===== src/rtl/load_kind_decoder_pkg.sv =====
// Shared instruction-type definitions: load kinds, LOAD funct3 encodings, access sizes.
package instr_type;

  typedef enum logic [2:0] {
    lk_lb      = 3'd0,
    lk_lh      = 3'd1,
    lk_lw      = 3'd2,
    lk_lbu     = 3'd3,
    lk_lhu     = 3'd4,
    lk_invalid = 3'd7
  } load_kind_t;

  localparam logic [2:0] F3_LB  = 3'b000;
  localparam logic [2:0] F3_LH  = 3'b001;
  localparam logic [2:0] F3_LW  = 3'b010;
  localparam logic [2:0] F3_LBU = 3'b100;
  localparam logic [2:0] F3_LHU = 3'b101;

  localparam logic [1:0] SZ_BYTE = 2'b00;
  localparam logic [1:0] SZ_HALF = 2'b01;
  localparam logic [1:0] SZ_WORD = 2'b10;
  localparam logic [1:0] SZ_NONE = 2'b11;

endpackage


===== src/rtl/load_kind_decoder_if.sv =====
// Decode-stage bundle: funct3 in, registered load attributes out.
interface load_kind_decoder_if;

  logic [2:0]             funct3;
  instr_type::load_kind_t kind;
  logic [1:0]             size;
  logic                   zero_ext;
  logic                   illegal;

  modport master (output funct3, input kind, size, zero_ext, illegal);
  modport slave  (input funct3, output kind, size, zero_ext, illegal);

endinterface


===== src/rtl/load_kind_decoder_funct3_comb.sv =====
// Pure combinational decode of a LOAD funct3 into kind and access attributes.
module load_funct3_comb
  import instr_type::*;
(
  input  logic [2:0] funct3,
  output load_kind_t kind,
  output logic [1:0] size,
  output logic       zero_ext,
  output logic       illegal
);

  // Table decode; anything unrecognised (including X/Z) falls to invalid.
  always_comb begin
    kind     = lk_invalid;
    size     = SZ_NONE;
    zero_ext = 1'b0;
    illegal  = 1'b1;
    case (funct3)
      F3_LB:  begin kind = lk_lb;  size = SZ_BYTE; illegal = 1'b0; end
      F3_LH:  begin kind = lk_lh;  size = SZ_HALF; illegal = 1'b0; end
      F3_LW:  begin kind = lk_lw;  size = SZ_WORD; illegal = 1'b0; end
      F3_LBU: begin kind = lk_lbu; size = SZ_BYTE; zero_ext = 1'b1; illegal = 1'b0; end
      F3_LHU: begin kind = lk_lhu; size = SZ_HALF; zero_ext = 1'b1; illegal = 1'b0; end
      default: begin
        kind     = lk_invalid;
        size     = SZ_NONE;
        zero_ext = 1'b0;
        illegal  = 1'b1;
      end
    endcase
  end

endmodule


===== src/rtl/load_kind_decoder.sv =====
// Registered LOAD funct3 decoder: one-cycle latency, synchronous active-low reset.
module load_kind_decoder
  import instr_type::*;
(
  input  logic                clk,
  input  logic                rst,
  load_kind_decoder_if.slave  bus
);

  load_kind_t kind_d, kind_q;
  logic [1:0] size_d, size_q;
  logic       zero_ext_d, zero_ext_q;
  logic       illegal_d, illegal_q;

  load_funct3_comb u_comb (
    .funct3   (bus.funct3),
    .kind     (kind_d),
    .size     (size_d),
    .zero_ext (zero_ext_d),
    .illegal  (illegal_d)
  );

  // Capture the decode every cycle; reset forces the invalid/illegal state.
  always_ff @(posedge clk) begin
    if (!rst) begin
      kind_q     <= lk_invalid;
      size_q     <= SZ_NONE;
      zero_ext_q <= 1'b0;
      illegal_q  <= 1'b1;
    end else begin
      kind_q     <= kind_d;
      size_q     <= size_d;
      zero_ext_q <= zero_ext_d;
      illegal_q  <= illegal_d;
    end
  end

  assign bus.kind     = kind_q;
  assign bus.size     = size_q;
  assign bus.zero_ext = zero_ext_q;
  assign bus.illegal  = illegal_q;

  // illegal and the invalid kind must always travel together.
  a_illegal_matches_kind: assert property (@(posedge clk) illegal_q == (kind_q == lk_invalid));

endmodule


===== src/flat_wrapper.sv =====
// flat-port wrapper written by rule: the top's interface ports become plain ports
module load_kind_decoder_flat import instr_type::*;
  (clk, rst, bus_funct3, bus_kind, bus_size, bus_zero_ext, bus_illegal);
  load_kind_decoder_if bus_i ();
  input  logic clk;
  input  logic rst;
  input wire logic [$bits(bus_i.funct3)-1:0] bus_funct3;
  output wire logic [$bits(bus_i.kind)-1:0] bus_kind;
  output wire logic [$bits(bus_i.size)-1:0] bus_size;
  output wire logic [$bits(bus_i.zero_ext)-1:0] bus_zero_ext;
  output wire logic [$bits(bus_i.illegal)-1:0] bus_illegal;
  assign bus_i.funct3 = bus_funct3;
  assign bus_kind = bus_i.kind;
  assign bus_size = bus_i.size;
  assign bus_zero_ext = bus_i.zero_ext;
  assign bus_illegal = bus_i.illegal;
  load_kind_decoder u_core (.clk(clk), .rst(rst), .bus(bus_i));
endmodule

===== config.mk =====
export PLATFORM = sky130hd
export DESIGN_NAME = load_kind_decoder_flat
export DESIGN_NICKNAME = d
export VERILOG_FILES = /design/src/rtl/load_kind_decoder_pkg.sv /design/src/rtl/load_kind_decoder_if.sv /design/src/rtl/load_kind_decoder_funct3_comb.sv /design/src/rtl/load_kind_decoder.sv /design/src/flat_wrapper.sv
export SDC_FILE = /design/constraint.sdc
export NUM_CORES = 1
export LEC_CHECK = 0
export CORE_AREA = 5 5 42 44
export CTS_CLUSTER_DIAMETER = 30
export DETAILED_ROUTE_END_ITERATION = 10
export DIE_AREA = 0 0 47 49
export PLACE_DENSITY_LB_ADDON = 0.12
export SLEW_MARGIN = 25
export SYNTH_ARGS = -nofsm -noshare
export SYNTH_HDL_FRONTEND = slang
export SYNTH_SLANG_ARGS = --single-unit

===== constraint.sdc =====
create_clock -name clk -period 0.8 [get_ports clk]
set_input_delay 0.16 -clock clk [delete_from_list [all_inputs] [get_ports clk]]
set_output_delay 0.16 -clock clk [all_outputs]
set_load 0.005 [all_outputs]

======== Word-level counts from Yosys, hierarchy flattened ========
Cells that the tools add are included.
word-level totals
  logic and storage cells ................. 17
  output and inout port bits .............. 7
  input bits .............................. 5
  bits in registers ....................... 7
operators by class
  reduce and logical (&&, ||, !) cells .... 5
  eq/ne operators ......................... 4
  muxes and demuxes ....................... 4
operators by type and width
  kind                                            count
  one-hot mux 3 bit (5 select lines)              1
  == test 3 bit (second input constant)           2
  one-hot mux 2 bit (3 select lines)              1
  OR reduction 2 bit                              3
  OR reduction 5 bit                              1
  == test 3 x 1 -> 1 bit (second input constant)  1
  == test 3 x 2 -> 1 bit (second input constant)  1
  logical NOT 3 bit                               1
  two-way mux 1 bit                               2

======== Logic depth before layout (Yosys ltp) ========
Gate-level depths: netlist of run 1.
  depth after elaboration ................. 3
  depth in mapped cells ................... 2

======== By module ========
A second synthesis of run 1 with hierarchy kept.
unflattened totals
  cell total of the unflattened synthesis .. 24
  area total of the unflattened synthesis .. 239.0 um^2
modules (own cells, without submodules)
  module             seq. area each (um^2)  area an instance (um^2)  times used  cells an instance
  load_kind_decoder  140.1                  183.9                    1           14
  load_funct3_comb   0.0                    55.1                     1           10

======== Worst setup path after synthesis of run 1 ========
Ideal clock, no wire load.
  kind .................................... in2reg
  start ................................... in bus_funct3[1]
  end ..................................... reg u_core.kind_q[1] (netlist: u_core.bus.kind[1])
  data required time ...................... 681 ps
  path buffers ............................ 0
  arrival time ............................ 440 ps
  stages .................................. 2
  slack ................................... 241 ps
  path through ............................ nand2b_1 -> o21bai_1
between the ends
  cells in the longest elaborated chain, start to end .. 2
  elaborated cells between the ends (all ways) .. 6
ends and longest elaborated chain
  item                                         RTL line                             RTL
  from (decl)                                  flat_wrapper.sv:7                    input wire logic [$bits(bus_i.funct3)-1:0] bus_funct3;
  == test 3 bit, or another cell as far along  load_kind_decoder_funct3_comb.sv:18  case (funct3)
  one-hot mux 3 bit (5 select lines) (*)       load_kind_decoder_funct3_comb.sv:18
  to (signal assigned)                         load_kind_decoder.sv:26              kind_q <= lk_invalid;
  to (signal assigned)                         load_kind_decoder.sv:31              kind_q <= kind_d;
  to (decl)                                    load_kind_decoder.sv:10              load_kind_t kind_d, kind_q;
Mark *: on every way between the ends. The rest lies on a longest branch, timed or not.
A chain may end at the register's enable or synchronous reset.

======== Worst setup path after layout of run 1 ========
  start ................................... reg u_core.size_q[0] (netlist: u_core.bus.size[0])
  end ..................................... out bus_size[0]
RTL lines
  item                    RTL line                 RTL
  from (decl)             load_kind_decoder.sv:11  logic [1:0] size_d, size_q;
  from (signal assigned)  load_kind_decoder.sv:32  size_q <= size_d;
  to (decl)               flat_wrapper.sv:9        output wire logic [$bits(bus_i.size)-1:0] bus_size;
No word-level cell between the ends.

==> flow_metrics.env, run 1 <==
export IMPL_hold_path_class="input port to register"
export IMPL_path_buf_inv=1
export IMPL_hold_buffers=0
export IMPL_cp_max_fo=1
export IMPL_dieArea_sq_um=2303
export IMPL_cts_buffers=3
export IMPL_slew_viol_final=0
export IMPL_crit_family="flip-flops"
export IMPL_netlist_area_leader_share_pct=64.74
export IMPL_worstSetupEndpointType="output port"
export IMPL_whs_path_depth=2
export IMPL_track_usage_pct=4.799
export IMPL_crit_chain="buf_6"
export IMPL_critical_path_arrival_ps=660
export IMPL_multi_input_area_sq_um=80.08
export IMPL_layout_nets=45
export IMPL_vias=191
export IMPL_synthCells=21
export IMPL_io_pins=12
export IMPL_wire_per_inst_microns=8.036
export IMPL_area_growth_pct=72.83
export IMPL_rsz0062_at_grt="true"
export IMPL_drtIter0Drc=4
export IMPL_clock_path_buffers=2
export IMPL_slowest_stage="dfxtp_2"
export IMPL_place_congestion=0.7381
export IMPL_antenna_found_initial=0
export IMPL_fmax_mhz=1220
export IMPL_root_buffer="clkbuf_4"
export IMPL_syn_area_sq_um=216.5
export IMPL_drive_above_1_share_pct=41.03
export IMPL_post_route_min_period_ps=820.0
export IMPL_finalHoldViolations=0
export IMPL_grt_pass1_vias=175
export IMPL_irDropWorstVdd_mv=0.6838
export IMPL_p_total_w=0.0007713
export IMPL_critPathKind="register to output port"
export IMPL_initial_core_util_pct=15.45
export IMPL_cts_sinks=7
export IMPL_syn_mean_instance_area_sq_um=10.31
export IMPL_failed_checks="setup timing"
export IMPL_post_place_ws_ps=-315.5
export IMPL_grt_pass1_wl_microns=690
export IMPL_route_detailed_drc=0
export IMPL_outcome="finished, violations left"
export IMPL_power_density_nw_per_um2=2062
export IMPL_first_pass_iters=2
export IMPL_seqCellArea_sq_um=141.4
export IMPL_worst_slew_pin_slew_ps=200.1
export IMPL_worst_slew_margin_rel_pct=86.66
export IMPL_cts_htree_levels=1
export IMPL_die_w_microns=47
export IMPL_ys_warn_count=0
export IMPL_cts_tree="done"
export IMPL_mostFrequentLayoutCells="buf_2 (6), dfxtp_1 (6)"
export IMPL_p_leak_nw=0.1838
export IMPL_postRouteAntennaNets=0
export IMPL_die_height_microns=49
export IMPL_floorplan_rows=14
export IMPL_yosysUniqueCellTypes=11
export IMPL_via_per_inst=3.473
export IMPL_yosysSeqAreaShare_pct=64.74
export IMPL_worstHoldStart="rst"
export IMPL_grt_max_degree=8
export IMPL_nFillCells=161
export IMPL_portBuffers=11
export IMPL_yosys_register_bits=7
export IMPL_crit_path_max_incr_delay_ps=310
export IMPL_setup_viol=7
export IMPL_clk_pin_slew_ps=50
export IMPL_period_share_pct=102.5
export IMPL_required_ps=640
export IMPL_drv_cap=0
export IMPL_grt_overflow_total=0
export IMPL_diodes=0
export IMPL_totalWireLength_microns=442
export IMPL_synthTopCellsByArea="dfxtp_1 (65%), nor2_1 (5.2%), o21ai_1 (4.6%), and3b_1 (4.0%), o21ai_2 (4.0%)"
export IMPL_core_sq_um=1401
export IMPL_min_to="u_core.bus.size[1]"
export IMPL_critPathLaunchType="register"
export IMPL_synth_nets=26
export IMPL_fin_ws_ps=-19.96
export IMPL_synth_largest_area_cell="dfxtp_1"
==> area by class of cell <==
type                    count  share of cell area, %
flip-flops and latches      7                  37.79
repair buffers             14                  27.42
inverters                   1                  1.003
clock buffers               4                  7.023
multi-input cells          13                  21.40
well taps                  16                  5.351
==> logic make-up (layout without fill, tap and decap cells) <==
family	Yosys count	in the layout	synth area share (%)
AOI/OAI and AO/OA	5	5	14.45
buffers and inverters	1	19	1.732
DFF	7	7	64.74
and+or+nand+nor	8	8	19.08
==> sequential cells by signal, indices dropped and copies added (netlist names) <==
register and flops:
u_core.bus.illegal 1, u_core.bus.zero_ext 1, u_core.bus.kind 3, u_core.bus.size 2
==> cell usage after synthesis <==
cell / instances
a21oi_1: 1
nand3b_1: 1
o21bai_1: 1
nand2_1: 2
and3b_1: 1
nand2b_1: 1
inv_1: 1
dfxtp_1: 7
o21ai_2: 1
nor2_1: 3
o21ai_1: 2
==> repair_timing <==
action | CTS | global route
gates cloned | 0 | 0
buffers inserted | 0 | 0
resized for setup | 32 | 3
endpoints found under the hold margin | 0 | 0
setup endpoints to repair | 9 | 8
==> power breakdown <==
group	internal (W)	total, W	switching, W
registers	0.000370	0.000374	0.00000425
clock network	0.000190	0.000308	0.000118
logic	0.0000513	0.0000896	0.0000383
==> layer usage <==
layer  routed length, microns  track usage [%]  part of all wire [%]  up-vias
li1                         -                -                     -      106
met4                        0            5.530                     0        0
met5                        0                0                     0        -
met3                       58            4.428                    13        0
met2                      173            4.751                    39        9
met1                      210            5.088                    48       76
==> worst max-delay path by stage <==
stage / start / to / slack, ps / cells after the start
finish: u_core.bus.size[0] / bus_size[0] / -20 / 1
detailed placement: bus_funct3[1] / u_core.bus.kind[1] / -320 / 3
global placement: bus_funct3[0] / u_core.bus.kind[0] / -310 / 3
CTS: u_core.bus.size[0] / bus_size[0] / -30 / 1
global route: u_core.bus.size[0] / bus_size[0] / -60 / 1
floorplan: bus_funct3[1] / u_core.bus.kind[1] / 240 / 2
==> stage by stage <==
step	cell area, sq um	std cells	utilization (%)	hold slack [ps]	TNS (ps)
5_1_grt	374.1	55	26.70	176.8	-332.6
4_1_cts	364.1	55	25.98	365.6	-145.0
3_3_place_gp	369.1	51	26.34	743.9	-2576
3_5_place_dp	369.1	51	26.34	737.4	-2675
6_report	374.1	55	26.70	186.2	-51.22
2_1_floorplan	216.5	21	-	219.2	0
No activity file was read; power rests on OpenSTA's default activity.
==> run 2, diff against run 1 <==
--- a/config.mk
+++ b/config.mk
@@ -9,6 +9,7 @@
 export CTS_CLUSTER_DIAMETER = 30
 export DETAILED_ROUTE_END_ITERATION = 10
 export DIE_AREA = 0 0 47 49
+export HOLD_SLACK_MARGIN = 0.15
 export PLACE_DENSITY_LB_ADDON = 0.12
 export SLEW_MARGIN = 25
 export SYNTH_ARGS = -nofsm -noshare
==> results of run 2 <==
Same layout as run 1: the final DEF is identical, and so are final timing and power.
